File: src/rtl/sampling_rate_ctrl.sv
`default_nettype none
// ------------------------------------------------------------------
// sampling_rate_ctrl : DDS sample strobe at a selectable divide ratio,
// mode changes deferred to period boundaries, settle-window ready flag.
// Revision: 1.0
// ------------------------------------------------------------------
module sampling_rate_ctrl #(
  parameter int                         NUM_MODES  = 5,
  parameter int                         MODE_W     = 3,
  parameter int                         CNT_W      = 14,
  parameter logic [NUM_MODES*CNT_W-1:0] DIV_TABLE  = {14'd9999, 14'd999, 14'd99, 14'd9, 14'd0},
  parameter int                         RESET_MODE = 0,
  parameter int                         READY_HOLD = 80
) (
  input  logic              Fg_CLK,
  input  logic              Fg_RESET,
  input  logic              BtnUp,
  input  logic              BtnDown,
  input  logic              ModeLoad,
  input  logic [MODE_W-1:0] ModeIn,
  output logic              DDSEnable,
  output logic              DDSReady,
  output logic [MODE_W-1:0] DDSMode,
  output logic              ModePending
);

  localparam int                RDY_W      = $clog2(READY_HOLD + 1);
  localparam logic [MODE_W-1:0] RST_MODE   = MODE_W'(RESET_MODE);
  localparam logic [MODE_W-1:0] LAST_MODE  = MODE_W'(NUM_MODES - 1);
  localparam logic [MODE_W:0]   MODE_LIMIT = (MODE_W + 1)'(NUM_MODES);
  localparam logic [RDY_W-1:0]  HOLD       = RDY_W'(READY_HOLD);

  logic [CNT_W-1:0]  cnt_q, cnt_d;
  logic              en_q, en_d;
  logic [MODE_W-1:0] mode_q, mode_d;
  logic [MODE_W-1:0] target_q, target_d;
  logic              pend_q, pend_d;
  logic [RDY_W-1:0]  ready_cnt_q, ready_cnt_d;
  logic              ready_q, ready_d;
  logic              up_q, dn_q;

  logic [CNT_W-1:0]  div_tbl [2**MODE_W];
  logic [CNT_W-1:0]  div_cur;
  logic              term, apply;
  logic              up_edge, dn_edge, load_ok, req;
  logic [MODE_W-1:0] base, step_up, step_dn, req_mode;

  // Unused mode codes decode to DIV=0 so an out-of-range index stays bounded.
  for (genvar k = 0; k < 2**MODE_W; k++) begin : g_div
    if (k < NUM_MODES) begin : g_used
      assign div_tbl[k] = DIV_TABLE[k*CNT_W +: CNT_W];
    end else begin : g_unused
      assign div_tbl[k] = '0;
    end
  end

  always_comb begin
    div_cur = div_tbl[mode_q];
    term    = (cnt_q == div_cur);
    apply   = term & pend_q;
    up_edge = BtnUp & ~up_q;
    dn_edge = BtnDown & ~dn_q;
    load_ok = ModeLoad && ({1'b0, ModeIn} < MODE_LIMIT);

    // Steps chain off the pending target so repeated presses accumulate.
    base    = pend_q ? target_q : mode_q;
    step_up = (base == LAST_MODE) ? '0 : base + MODE_W'(1);
    step_dn = (base == '0) ? LAST_MODE : base - MODE_W'(1);

    req      = 1'b0;
    req_mode = base;
    if (load_ok) begin
      req      = 1'b1;
      req_mode = ModeIn;
    end else if (up_edge && !dn_edge) begin
      req      = 1'b1;
      req_mode = step_up;
    end else if (dn_edge && !up_edge) begin
      req      = 1'b1;
      req_mode = step_dn;
    end

    cnt_d    = term ? '0 : cnt_q + CNT_W'(1);
    en_d     = term;
    mode_d   = apply ? target_q : mode_q;
    target_d = req ? req_mode : target_q;
    pend_d   = req | (pend_q & ~apply);

    ready_cnt_d = ready_cnt_q;
    if (apply) begin
      ready_cnt_d = '0;
    end else if (ready_cnt_q != HOLD) begin
      ready_cnt_d = ready_cnt_q + RDY_W'(1);
    end
    ready_d = ~apply & (ready_cnt_q == HOLD);
  end

  always_ff @(posedge Fg_CLK) begin
    if (Fg_RESET) begin
      cnt_q       <= '0;
      en_q        <= 1'b0;
      mode_q      <= RST_MODE;
      target_q    <= RST_MODE;
      pend_q      <= 1'b0;
      ready_cnt_q <= '0;
      ready_q     <= 1'b0;
      up_q        <= 1'b0;
      dn_q        <= 1'b0;
    end else begin
      cnt_q       <= cnt_d;
      en_q        <= en_d;
      mode_q      <= mode_d;
      target_q    <= target_d;
      pend_q      <= pend_d;
      ready_cnt_q <= ready_cnt_d;
      ready_q     <= ready_d;
      up_q        <= BtnUp;
      dn_q        <= BtnDown;
    end
  end

  assign DDSEnable   = en_q;
  assign DDSReady    = ready_q;
  assign DDSMode     = mode_q;
  assign ModePending = pend_q;

endmodule
`default_nettype wire

File: config.mk
export PLATFORM = sky130hd
export DESIGN_NAME = sampling_rate_ctrl
export DESIGN_NICKNAME = d
export VERILOG_FILES = /design/src/rtl/sampling_rate_ctrl.sv
export SDC_FILE = /design/constraint.sdc
export NUM_CORES = 1
export LEC_CHECK = 0
export ABC_AREA = 1
export BUFFER_PORTS_ARGS = -buffer_cell sky130_fd_sc_hd__buf_2
export CAP_MARGIN = 20
export CORE_MARGIN = 10
export CORE_UTILIZATION = 63
export CTS_CLUSTER_SIZE = 24
export DETAILED_ROUTE_END_ITERATION = 8
export PLACE_DENSITY = 0.83
export SLEW_MARGIN = 30
export SYNTH_ARGS = -nofsm -noshare
export SYNTH_HDL_FRONTEND = slang
export SYNTH_SLANG_ARGS = --single-unit
File: constraint.sdc
create_clock -name Fg_CLK -period 5.7 [get_ports Fg_CLK]
set_clock_uncertainty 0.1 [all_clocks]
set_input_delay 1.14 -clock Fg_CLK [delete_from_list [all_inputs] [get_ports Fg_CLK]]
set_output_delay 1.14 -clock Fg_CLK [all_outputs]
set_load 0.03 [all_outputs]
==> results.md <==
* Post-CTS Setup Bufs at 0
* Number of pins exceeding their max-slew limit in the final report at 0
* Internal cell power at 0.4082 mW
* Maximum number of pins on one net before global-route repair at 15
* Quantity of gates resized following cts at 0
* Worst Setup Path Type: reg2out
* Estimated wirelength of the detail-placed design at 2574 um
* Instance area after placement at 1894 um^2
* Slowest stage cell on the critical path: sky130_fd_sc_hd__dfxtp_1
* Delay contributed by the slowest stage of the critical path at 0.60 ns
* Top Ports at 14
* Topmost layer with routed signal wires: met4
* Global-route wire length before repair at 5871 um
* IO Port Bufs at 13
* Summed negative setup slack over all endpoints at 0 ns
* M1 wire length at 1492 um
* Final non-filler cell total at 303
* Fin area at 1953 um^2
* Switching power of the nets at 0.3002 mW
* Slew at the pin closest to its max-slew limit at 0.4451 ns
* CTS Root Buffer Type: sky130_fd_sc_hd__clkbuf_4
* Library cell occupying the most area in the post-synthesis netlist: sky130_fd_sc_hd__dfxtp_1
* Via count at 1,578
* Overall power of the completed layout at 0.7084 mW
* Clock network fraction of total power at 19.3%
* Worst setup EP type: output port
* DRC at 0
* Average vias per placed instance at 5.208
* Synth Net Count at 271
* Final #Nets at 288
* Part of the power in registers at 40.0%
* Util after Layout at 70.83%
* Result of the run: finished, final reports clean
* Post-synthesis to final-layout area growth at 7.804%
* Leading cell types in the layout, fill and taps excluded: sky130_fd_sc_hd__nand2_1, sky130_fd_sc_hd__nor2_1, sky130_fd_sc_hd__inv_1
* Summed instance area of the synthesized netlist at 1812 um^2
* Detailed-router iteration count before antenna repair at 4
* Gr usage total at 13.71%
* Standard-cell rows at 19
* Clock Latency Late Sink at 0.34 ns
* Largest fanout on the critical path at 10
* Most frequent standard cell in the layout excluding fill and tap cells: sky130_fd_sc_hd__nand2_1
* Total of hold buffers inserted after clock tree synthesis at 0
* Number of maximum-capacitance constraint violations at 0
* Switching share of power at 42.38%
* Sink Count at 32
* Antenna diodes at 0
* Mean instance size in the synthesized netlist at 7.133 um^2
* Part of the total power dissipated in combinational logic at 40.8%
* Worst EP arrival at 1.22 ns
* Final count of hold timing violations at 0
* Antenna violations before repair at 0
* Power per cell area at 362.7 nW/um^2
* CTS tree: yes
* Worst Path Required at 4.46 ns
* Worst path bufs/invs at 1
* Number of endpoints failing setup at the final stage at 0
* Startpoint Class: register
* Total wire length after detailed routing at 3387 um
* Cell-by-cell trace of the critical path: buf_2
* Tightest slew margin relative to the limit at 70.29%
* Longest Clk Path Bufs at 2
* Global route total overflow at 0
* Setup repair after global routing missed its margin: false
* First-iteration detailed-routing DRC count at 93
* Final clock period utilization by the worst path at 43.21%
* Post-layout minimum cycle time at 2.463 ns
* Leakage power figure at 0.8988 nW
* Clock-pin slew on the worst setup and hold paths at 0.09 ns
* Number of levels the H-tree was split into at 2
* Share of layout cells above drive strength 1 at 11.76%
* Core box area at 2758 um^2
* Chip width at 73.63 um
* Total instance count after detailed placement at 295
* Number of standard cells after synthesis at 254
* Metal3 WL at 155 um
* Antenna-violating nets left at 0
* TritonCTS buffer count at 5
* Portion of the post-synthesis area used by sequential elements at 35.36%
* Post-synth cell types at 27
* Worst slack on hold paths at 0.4019 ns
* Fraction of post-synthesis cell area in the top cell type by area at 35.36%
* Worst-case vdd ir drop at 302.1 uV
* Highest clock rate at 406.0 MHz
* Dpl ws at 3.339 ns
* Final estimated routing congestion in global placement at 0.8642
* Kind of cell with the highest combined delay on the critical path: flip-flops
* Die area at 5421 um^2
* Synth Register Bits at 32
* Synth warn at 0
* Number of global-route vias before repair at 1,411
* Setup slack of the critical path after layout at 3.237 ns
* Average wire length per cell after detail routing at 11.18 um
* Detailed route wirelength on metal2 at 1684 um
* Die span in y at 73.63 um
* Starting density of the core at 65.70%
* Dominant cells by area after synthesis: sky130_fd_sc_hd__dfxtp_1, sky130_fd_sc_hd__nand2_1, sky130_fd_sc_hd__nor2_1
* Kind of path behind the tightest hold check: reg2reg
-- power by group through the flow --
stage | Sequential (mW) | Clock [mW] | Combinational, mW
final | 0.283 | 0.136 | 0.289
after global placement | 0.287 | 0 | 0.283
after floorplan | 0.292 | 0 | 0.238
after global routing | 0.288 | 0.152 | 0.330
after CTS | 0.283 | 0.138 | 0.293
after detailed placement | 0.288 | 0 | 0.289
-- cells by family (layout without fill, tap and decap cells) --
logic type / Yosys count / in the layout / share of synthesized area [%]
AND/OR/NAND/NOR: 130 / 130 / 33.22
buffers and inverters: 41 / 59 / 9.047
flip-flops: 32 / 32 / 35.36
AO/OA/AOI/OAI: 25 / 25 / 7.942
XOR/XNOR: 17 / 17 / 8.218
adder cells (fa/ha/maj): 9 / 9 / 6.216
-- per-layer routing --
layer | track usage [%] | up-vias
li1 | - | 846
met1 | 13.92 | 700
met2 | 24.43 | 24
met3 | 5.518 | 8
met4 | 5.176 | 0
met5 | 0 | -
-- worst paths after layout --
| kind | start | endpoint | slack (ns) | depth (start not counted) |
|---|---|---|---|---|
| setup / recovery | DDSMode[1] | DDSMode[1] | 3.24 | 1 |
| hold / removal | cnt_q[0] | cnt_q[0] | 0.40 | 1 |
| setup reg to reg | DDSMode[0] | target_q[2] | 3.39 | 10 |
| hold reg to reg | cnt_q[0] | cnt_q[0] | 0.40 | 1 |
-- registers in the layout, indices dropped and copies added, names as in the netlist --
register,flops
ModePending,1
ready_cnt_q,7
target_q,3
DDSEnable,1
DDSMode,3
cnt_q,14
dn_q,1
up_q,1
DDSReady,1
-- final cells by class --
class | instances | area, um^2
Multi-Input combinational cell | 181 | 1007
Fill cell | 242 | 804.5
Sequential cell | 32 | 640.6
Inverter | 38 | 142.6
Timing Repair Buffer | 13 | 65.06
Clock buffer | 8 | 58.81
Tap cell | 31 | 38.79
-- synth_stat cells --
cell type / count
sky130_fd_sc_hd__o21ai_0: 11
sky130_fd_sc_hd__ha_1: 9
sky130_fd_sc_hd__nor2_1: 42
sky130_fd_sc_hd__o21a_1: 1
sky130_fd_sc_hd__dfxtp_1: 32
sky130_fd_sc_hd__nand2_1: 43
sky130_fd_sc_hd__inv_1: 37
sky130_fd_sc_hd__or2_2: 2
sky130_fd_sc_hd__o2111ai_1: 1
sky130_fd_sc_hd__nand2_2: 2
sky130_fd_sc_hd__buf_6: 1
sky130_fd_sc_hd__xor2_1: 12
sky130_fd_sc_hd__nand3_2: 2
sky130_fd_sc_hd__o21ai_2: 2
sky130_fd_sc_hd__o21bai_1: 1
sky130_fd_sc_hd__nand3b_1: 1
sky130_fd_sc_hd__nor3_1: 2
sky130_fd_sc_hd__xnor2_1: 5
sky130_fd_sc_hd__o21ai_1: 1
sky130_fd_sc_hd__clkinv_1: 1
sky130_fd_sc_hd__nor2_4: 3
sky130_fd_sc_hd__nand4_1: 7
sky130_fd_sc_hd__nand3_1: 24
sky130_fd_sc_hd__buf_2: 2
sky130_fd_sc_hd__nand2_4: 2
sky130_fd_sc_hd__a21oi_1: 7
sky130_fd_sc_hd__o211ai_1: 1
(Power assumes the default switching activity.)
